### config.mk
export PLATFORM = sky130hd
export DESIGN_NAME = qam_demapper_param
export DESIGN_NICKNAME = d
export VERILOG_FILES = /design/src/rtl/qam_demapper_pkg.sv /design/src/rtl/qam_axis_slicer.sv /design/src/rtl/qam_demapper_param.sv
export SDC_FILE = /design/constraint.sdc
export NUM_CORES = 1
export LEC_CHECK = 0
export CELL_PAD_IN_SITES_DETAIL_PLACEMENT = 2
export CELL_PAD_IN_SITES_GLOBAL_PLACEMENT = 2
export CORE_ASPECT_RATIO = 0.6
export CORE_MARGIN = 4
export CORE_UTILIZATION = 41
export DETAILED_ROUTE_END_ITERATION = 8
export PLACE_DENSITY = 0.95
export SKIP_CTS_REPAIR_TIMING = 1
export SLEW_MARGIN = 20
export SYNTH_ARGS = -nofsm -noshare
export SYNTH_HDL_FRONTEND = slang
export SYNTH_SLANG_ARGS = --single-unit
### constraint.sdc
create_clock -name sclk -period 9.53 [get_ports sclk]
set_clock_uncertainty 0.1 [all_clocks]
set_input_delay 1.906 -clock sclk [delete_from_list [all_inputs] [get_ports sclk]]
set_output_delay 1.906 -clock sclk [all_outputs]
set_load 0.02 [all_outputs]
### src/rtl/qam_demapper_pkg.sv
// Shared encodings and helpers for the parametrised QAM demapper.
package qam_demapper_pkg;

  typedef enum logic [1:0] {
    MODE_QPSK  = 2'b00,
    MODE_16QAM = 2'b01,
    MODE_64QAM = 2'b10,
    MODE_RSVD  = 2'b11
  } mode_t;

  typedef enum logic [1:0] {
    ST_IDLE = 2'b00,
    ST_CAL  = 2'b01,
    ST_RUN  = 2'b10
  } state_t;

  // Widest symbol word: two axes of 3 bits (64QAM).
  localparam int SYM_BITS_MAX = 6;

  // Bits per axis k; the reserved mode falls back to QPSK.
  function automatic logic [1:0] bits_per_axis(input logic [1:0] mode);
    case (mode_t'(mode))
      MODE_16QAM: return 2'd2;
      MODE_64QAM: return 2'd3;
      default:    return 2'd1;
    endcase
  endfunction

  // Binary level index to Gray code.
  function automatic logic [2:0] gray(input logic [2:0] idx);
    return idx ^ (idx >> 1);
  endfunction

endpackage

### src/rtl/qam_axis_slicer.sv
// One-axis hard slicer: offset removal, saturation, level decision, Gray encode.
module qam_axis_slicer
  import qam_demapper_pkg::*;
#(
  parameter int W         = 8,
  parameter int UNIT_LOG2 = 4
) (
  input  logic signed [W-1:0] x,
  input  logic signed [W-1:0] off,
  input  logic        [1:0]   k,
  output logic        [2:0]   g
);

  logic signed [W:0]   diff;
  logic signed [W-1:0] cs;
  logic signed [W-1:0] lvl;
  logic signed [W+1:0] half;
  logic signed [W+1:0] top;
  logic signed [W+1:0] idx_s;
  logic        [2:0]   idx;

  // Subtract offset at W+1 bits, saturate, floor-divide by 2U and clamp to M levels.
  always_comb begin
    diff = (W+1)'(x) - (W+1)'(off);
    if (diff[W] != diff[W-1]) begin
      cs = diff[W] ? {1'b1, {(W-1){1'b0}}} : {1'b0, {(W-1){1'b1}}};
    end else begin
      cs = diff[W-1:0];
    end
    lvl = cs >>> (UNIT_LOG2 + 1);
    case (k)
      2'd2: begin half = (W+2)'(2); top = (W+2)'(3); end
      2'd3: begin half = (W+2)'(4); top = (W+2)'(7); end
      default: begin half = (W+2)'(1); top = (W+2)'(1); end
    endcase
    idx_s = (W+2)'(lvl) + half;
    if (idx_s[W+1]) begin
      idx = 3'd0;
    end else if (idx_s > top) begin
      idx = top[2:0];
    end else begin
      idx = idx_s[2:0];
    end
    g = gray(idx);
  end

endmodule

### src/rtl/qam_demapper_param.sv
// Mode-selectable QAM demapper with DC-offset calibration and gapless serial output.
module qam_demapper_param
  import qam_demapper_pkg::*;
#(
  parameter int W         = 8,
  parameter int UNIT_LOG2 = 4,
  parameter int CAL_LOG2  = 4
) (
  input  logic                sclk,
  input  logic                rst,
  input  logic                en,
  input  logic                cal,
  input  logic [1:0]          mode,
  input  logic                in_valid,
  input  logic signed [W-1:0] I_in,
  input  logic signed [W-1:0] Q_in,
  output logic                in_ready,
  output logic                data_out,
  output logic                data_valid,
  output logic                sym_start,
  output logic                cal_done
);

  localparam int AW = W + CAL_LOG2;
  localparam logic [CAL_LOG2:0] CAL_LAST = (CAL_LOG2+1)'(2**CAL_LOG2 - 1);

  state_t state, state_nx;

  logic signed [AW-1:0]     acc_i, acc_q;
  logic signed [AW-1:0]     sum_i, sum_q;
  logic signed [AW-1:0]     avg_i, avg_q;
  logic        [CAL_LOG2:0] cal_cnt;
  logic signed [W-1:0]      off_i, off_q;

  logic [SYM_BITS_MAX-1:0] sh, word;
  logic [2:0]              cnt;
  logic [1:0]              k_in;
  logic [2:0]              g_i, g_q;
  logic                    accept, cal_last;

  assign accept     = in_valid && in_ready;
  assign cal_last   = (cal_cnt == CAL_LAST);
  assign k_in       = bits_per_axis(mode);
  assign data_out   = sh[SYM_BITS_MAX-1];
  assign data_valid = (cnt != 3'd0);
  assign sum_i      = acc_i + AW'(I_in);
  assign sum_q      = acc_q + AW'(Q_in);
  assign avg_i      = sum_i >>> CAL_LOG2;
  assign avg_q      = sum_q >>> CAL_LOG2;

  qam_axis_slicer #(.W(W), .UNIT_LOG2(UNIT_LOG2)) u_slice_i (
    .x(I_in), .off(off_i), .k(k_in), .g(g_i)
  );

  qam_axis_slicer #(.W(W), .UNIT_LOG2(UNIT_LOG2)) u_slice_q (
    .x(Q_in), .off(off_q), .k(k_in), .g(g_q)
  );

  // Left-align the {g_I, g_Q} word so the shifter always emits from its MSB.
  always_comb begin
    word = '0;
    case (k_in)
      2'd3:    word = {g_i, g_q};
      2'd2:    word = {g_i[1:0], g_q[1:0], 2'b00};
      default: word = {g_i[0], g_q[0], 4'b0000};
    endcase
  end

  // State register.
  always_ff @(posedge sclk or posedge rst) begin
    if (rst) state <= ST_IDLE;
    else     state <= state_nx;
  end

  // Next state and ready; RUN accepts while the shifter is empty or on its last bit.
  always_comb begin
    state_nx = state;
    in_ready = 1'b0;
    case (state)
      ST_IDLE: begin
        if (cal)     state_nx = ST_CAL;
        else if (en) state_nx = ST_RUN;
      end
      ST_CAL: begin
        in_ready = 1'b1;
        if (in_valid && cal_last) state_nx = ST_IDLE;
      end
      ST_RUN: begin
        in_ready = en && (cnt <= 3'd1);
        if (!en && cnt == 3'd0) state_nx = ST_IDLE;
      end
      default: state_nx = ST_IDLE;
    endcase
  end

  // Calibration accumulators; the last sample's sum is averaged directly into the offsets.
  always_ff @(posedge sclk or posedge rst) begin
    if (rst) begin
      acc_i    <= '0;
      acc_q    <= '0;
      cal_cnt  <= '0;
      off_i    <= '0;
      off_q    <= '0;
      cal_done <= 1'b0;
    end else begin
      cal_done <= 1'b0;
      if (state == ST_CAL && accept) begin
        if (cal_last) begin
          off_i    <= avg_i[W-1:0];
          off_q    <= avg_q[W-1:0];
          acc_i    <= '0;
          acc_q    <= '0;
          cal_cnt  <= '0;
          cal_done <= 1'b1;
        end else begin
          acc_i   <= sum_i;
          acc_q   <= sum_q;
          cal_cnt <= cal_cnt + 1'b1;
        end
      end
    end
  end

  // Output shifter: load on acceptance in RUN, otherwise shift while bits remain.
  always_ff @(posedge sclk or posedge rst) begin
    if (rst) begin
      sh        <= '0;
      cnt       <= '0;
      sym_start <= 1'b0;
    end else if (state == ST_RUN && accept) begin
      sh        <= word;
      cnt       <= {k_in, 1'b0};
      sym_start <= 1'b1;
    end else if (cnt != 3'd0) begin
      sh        <= sh << 1;
      cnt       <= cnt - 3'd1;
      sym_start <= 1'b0;
    end
  end

endmodule
==> metrics.json <==
{
  "core": {"value": 10700, "unit": "um2"},
  "r2r_setup_slack": {"value": 4130, "unit": "ps"},
  "clkSinkCount": {"value": 58},
  "final_layout_size_suffix_gt1_share": {"value": 7.33, "unit": "%"},
  "critical_path.reg2reg.endpoint": {"value": "sh[4]"},
  "grt_antenna_before_repair": {"value": 0},
  "synthDominantAreaCellType": {"value": "sky130_fd_sc_hd__dfrtp_1"},
  "worst_path_largest_cell_delay": {"value": 590, "unit": "ps"},
  "route.detailed.vias_per_inst": {"value": 6.30},
  "grt_overflow": {"value": 0},
  "clockPowerShare": {"value": 22.8, "unit": "%"},
  "number_of_maximum_capacitance_violations": {"value": 0},
  "die_area": {"value": 13000, "unit": "um2"},
  "timing.final.max_slew_violations": {"value": 0},
  "clk_root_buffer_cell": {"value": "sky130_fd_sc_hd__clkbuf_16"},
  "crit_buf_inv": {"value": 2},
  "ys_warn_count": {"value": 0},
  "critPathLaunchType": {"value": "primary input"},
  "timing_worst_setup_path_type": {"value": "primary input to register"},
  "route.detailed.drc": {"value": 0},
  "netlist_instances": {"value": 526},
  "synth_commonest_cells": {"value": "61 x sky130_fd_sc_hd__nand2_1, 59 x sky130_fd_sc_hd__ha_1, 58 x sky130_fd_sc_hd__dfrtp_1"},
  "floorplan.initialDensity": {"value": 42.8, "unit": "%"},
  "path_clk_slew": {"value": 60, "unit": "ps"},
  "die_h": {"value": 90.1, "unit": "um"},
  "top_level_ports": {"value": 28},
  "number_of_enable_flip_flop_cells_after_synthesis": {"value": 0},
  "drt_iter0_markers": {"value": 314},
  "final.hold.worst_slack": {"value": 380, "unit": "ps"},
  "gpl.final_weighted_congestion": {"value": 0.852},
  "power.density_cell_area": {"value": 307, "unit": "nW/um2"},
  "worst_reg_to_reg_path_cell_count": {"value": 20},
  "power.share.switching": {"value": 45.7, "unit": "%"},
  "mappedNetlistArea": {"value": 4600, "unit": "um2"},
  "tritoncts": {"value": "done"},
  "final_period_utilization": {"value": 74.0, "unit": "%"},
  "fmax": {"value": 142, "unit": "MHz"},
  "syn2layout_area_growth": {"value": 16.1, "unit": "%"},
  "synthArstFlopShare": {"value": 100, "unit": "%"},
  "placement.io_buffers": {"value": 27},
  "cts-root-to-sink-buffers": {"value": 2},
  "critical-path-top-cell-by-count": {"value": "sky130_fd_sc_hd__ha_1"},
  "holdCritStartpoint": {"value": "off_q[0]"},
  "worst_r2r_startpoint": {"value": "off_q[6]"},
  "n_diodes": {"value": 0},
  "drt-wirelength-per-cell": {"value": 27.2, "unit": "um"},
  "synth_ff_type": {"value": "sky130_fd_sc_hd__dfrtp_1"},
  "pwr-share-comb": {"value": 54.7, "unit": "%"},
  "power.leakage": {"value": 0.00251, "unit": "uW"},
  "outcome": {"value": "finished clean"},
  "min_period": {"value": 7050, "unit": "ps"},
  "synth_top_area_share": {"value": 31.5, "unit": "%"},
  "cp_data_required_time": {"value": 9630, "unit": "ps"},
  "count_of_cells_along_the_worst_hold_path": {"value": 2},
  "hpwlAfterDp": {"value": 12700, "unit": "um"},
  "path_delay_family": {"value": "adder cells"},
  "crit_path_top_delay_cell": {"value": "sky130_fd_sc_hd__or4_4"},
  "drt.antenna.violating_nets": {"value": 0},
  "rows": {"value": 29},
  "internal_power": {"value": 890, "unit": "uW"},
  "most_instantiated_library_cell_after_synthesis": {"value": "sky130_fd_sc_hd__nand2_1"},
  "worst_skew_pair.late_latency": {"value": 350, "unit": "ps"},
  "cts-buffers-inserted": {"value": 9},
  "vias": {"value": 4398},
  "mappedNetlistNets": {"value": 612},
  "slew-limit-headroom": {"value": 45.4, "unit": "%"},
  "floorplan.die.width": {"value": 145, "unit": "um"},
  "ys_ff_latch": {"value": 58},
  "grt_start_max_net_pins": {"value": 59},
  "total_global_routing_track_utilization": {"value": 29.9, "unit": "%"},
  "whs_endpoint": {"value": "off_q[0]"},
  "crit_path_end_kind": {"value": "register"},
  "hold_path_class": {"value": "register to register"},
  "design.final.nets": {"value": 640},
  "wire_length_of_the_first_global_routing_pass": {"value": 30200, "unit": "um"},
  "tightestPinTransition": {"value": 820, "unit": "ps"},
  "htreeDepth": {"value": 3},
  "timing.final.setup_violations": {"value": 0},
  "rsz0062_at_grt": {"value": "no"},
  "count_of_cell_instances_traversed_by_the_critical_path": {"value": 20},
  "synth_sequential_area_ratio": {"value": 31.5, "unit": "%"},
  "total_routed_length": {"value": 19000, "unit": "um"},
  "worst_ir_drop_vdd": {"value": 0.0963, "unit": "mV"},
  "layout.core_utilization": {"value": 49.7, "unit": "%"},
  "power": {"value": 1640, "unit": "uW"},
  "place_area": {"value": 5010, "unit": "um2"},
  "final_hold_viol_count": {"value": 0},
  "switchingPower": {"value": 750, "unit": "uW"},
  "detailedRoute.firstPassIterationCount": {"value": 5},
  "path_max_fanout": {"value": 4},
  "fin_setup_tns": {"value": 0, "unit": "ps"},
  "stdcell_area": {"value": 5340, "unit": "um2"},
  "synthTopCellsByArea": {"value": "sky130_fd_sc_hd__dfrtp_1 32%, sky130_fd_sc_hd__ha_1 16%, sky130_fd_sc_hd__nand2_1 5.0%"},
  "synth_cell_types": {"value": 66},
  "seq_power_share": {"value": 22.6, "unit": "%"},
  "grt_pass1_vias": {"value": 5119},
  "worst-endpoint-arrival": {"value": 7160, "unit": "ps"},
  "cp_cell_sequence": {"value": "clkdlybuf4s50_1 -> ha_1 -> a21o_2 -> a221o_1 -> a31oi_2 -> xnor2_1 -> ha_1 -> and2b_1 -> mux2i_2 -> nand2_1 -> ha_1 -> inv_1 -> fa_1 -> xor2_1 -> ha_1 -> or4_4 -> nor3b_1 -> a21oi_1 -> a311oi_1 -> a31oi_1"},
  "synth_area_per_cell": {"value": 8.75, "unit": "um2"}
}
## per-stage QoR
step | instances | worst slack [ps]
6_report | 698 | 2480
5_1_grt | 698 | 2210
4_1_cts | 698 | 2530
3_5_place_dp | 682 | 2380
3_3_place_gp | 682 | 2610
2_1_floorplan | 526 | 3420
## cells in the final DEF (no fill, tap or decap), drive strengths merged, types with 3 or more instances in the layout
cell type | netlist | layout
a211oi | 5 | 5
a21o | 7 | 7
a21oi | 24 | 24
a22o | 17 | 17
a31oi | 7 | 7
and2 | 4 | 4
and3 | 3 | 3
buf | 2 | 4
clkbuf | 12 | 12
clkdlybuf4s50 | 0 | 27
dfrtp | 58 | 58
fa | 4 | 4
ha | 59 | 59
inv | 47 | 47
mux2i | 5 | 5
nand2 | 62 | 62
nand2b | 6 | 6
nand3 | 13 | 13
nor2 | 30 | 30
nor2b | 13 | 13
nor3 | 14 | 14
o211ai | 6 | 6
o21a | 3 | 3
o21ai | 41 | 41
o22ai | 4 | 4
o31ai | 6 | 6
o41ai | 3 | 3
or2 | 4 | 4
or3 | 5 | 5
or4 | 4 | 4
xnor2 | 20 | 20
xor2 | 12 | 12
## sequential cells by signal (all words and copies together) (netlist names), 2 cells and up
name / count
acc_i: 12
state: 2
cnt: 3
cal_cnt: 5
off_i: 8
off_q: 8
acc_q: 12
sh: 6
## metal layers
metal  GRT usage [%]  routed length [um]
met5               0                   0
met4            10.4                 469
met3            6.31                 968
met1            39.0                8410
met2            48.7                9110
## cells by family after synthesis
group	count (synthesis)	synth area share, %
AOI/OAI and AO/OA	140	20.3
xor gates and xnor gates	32	6.09
and+or+nand+nor	166	17.6
buffers and inverters	61	5.25
DFF	58	31.5
adders and majority gates	63	17.8
muxes	6	1.41
## worst reg2reg max path, stage by stage, from the launching register on
cell and delay [ps]:
sky130_fd_sc_hd__dfrtp_1 360, sky130_fd_sc_hd__inv_1 70, sky130_fd_sc_hd__ha_1 320, sky130_fd_sc_hd__and2_4 180, sky130_fd_sc_hd__a221o_1 330, sky130_fd_sc_hd__a31oi_2 230
sky130_fd_sc_hd__xnor2_1 210, sky130_fd_sc_hd__ha_1 330, sky130_fd_sc_hd__and2b_1 250, sky130_fd_sc_hd__mux2i_2 110, sky130_fd_sc_hd__nand2_1 140, sky130_fd_sc_hd__ha_1 210
sky130_fd_sc_hd__inv_1 60, sky130_fd_sc_hd__fa_1 400, sky130_fd_sc_hd__xor2_1 200, sky130_fd_sc_hd__ha_1 210, sky130_fd_sc_hd__or4_4 590, sky130_fd_sc_hd__nor3b_1 320
sky130_fd_sc_hd__a21oi_1 190, sky130_fd_sc_hd__a311oi_1 300, sky130_fd_sc_hd__a31oi_1 160
## power by group through the flow
stage / combinational, uW / clock [uW] / sequential (uW)
after floorplan: 578 / 0 / 349
after global placement: 721 / 0 / 358
after detailed placement: 819 / 0 / 366
after CTS: 873 / 372 / 368
after global routing: 963 / 385 / 376
final: 896 / 373 / 370
## cell type report
cell class | instances | area, um2
repair buffers | 31 | 300
inverters | 47 | 176
clock buffers | 12 | 256
flip-flops and latches | 58 | 1450
clock inverters | 4 | 73.8
multi-input cells | 407 | 2910
fillers | 1147 | 5400
well taps | 139 | 174
## how the worst max path moves through the flow
stage / end / start / slack [ps]
after floorplan: sh[4] / Q_in[6] / 3420
after CTS: sh[4] / Q_in[4] / 2530
after global placement: sh[4] / Q_in[6] / 2610
after global routing: sh[4] / I_in[2] / 2210
after detailed placement: sh[4] / Q_in[4] / 2380
final: sh[4] / Q_in[4] / 2480
No activity file was read; power rests on OpenSTA's default activity.
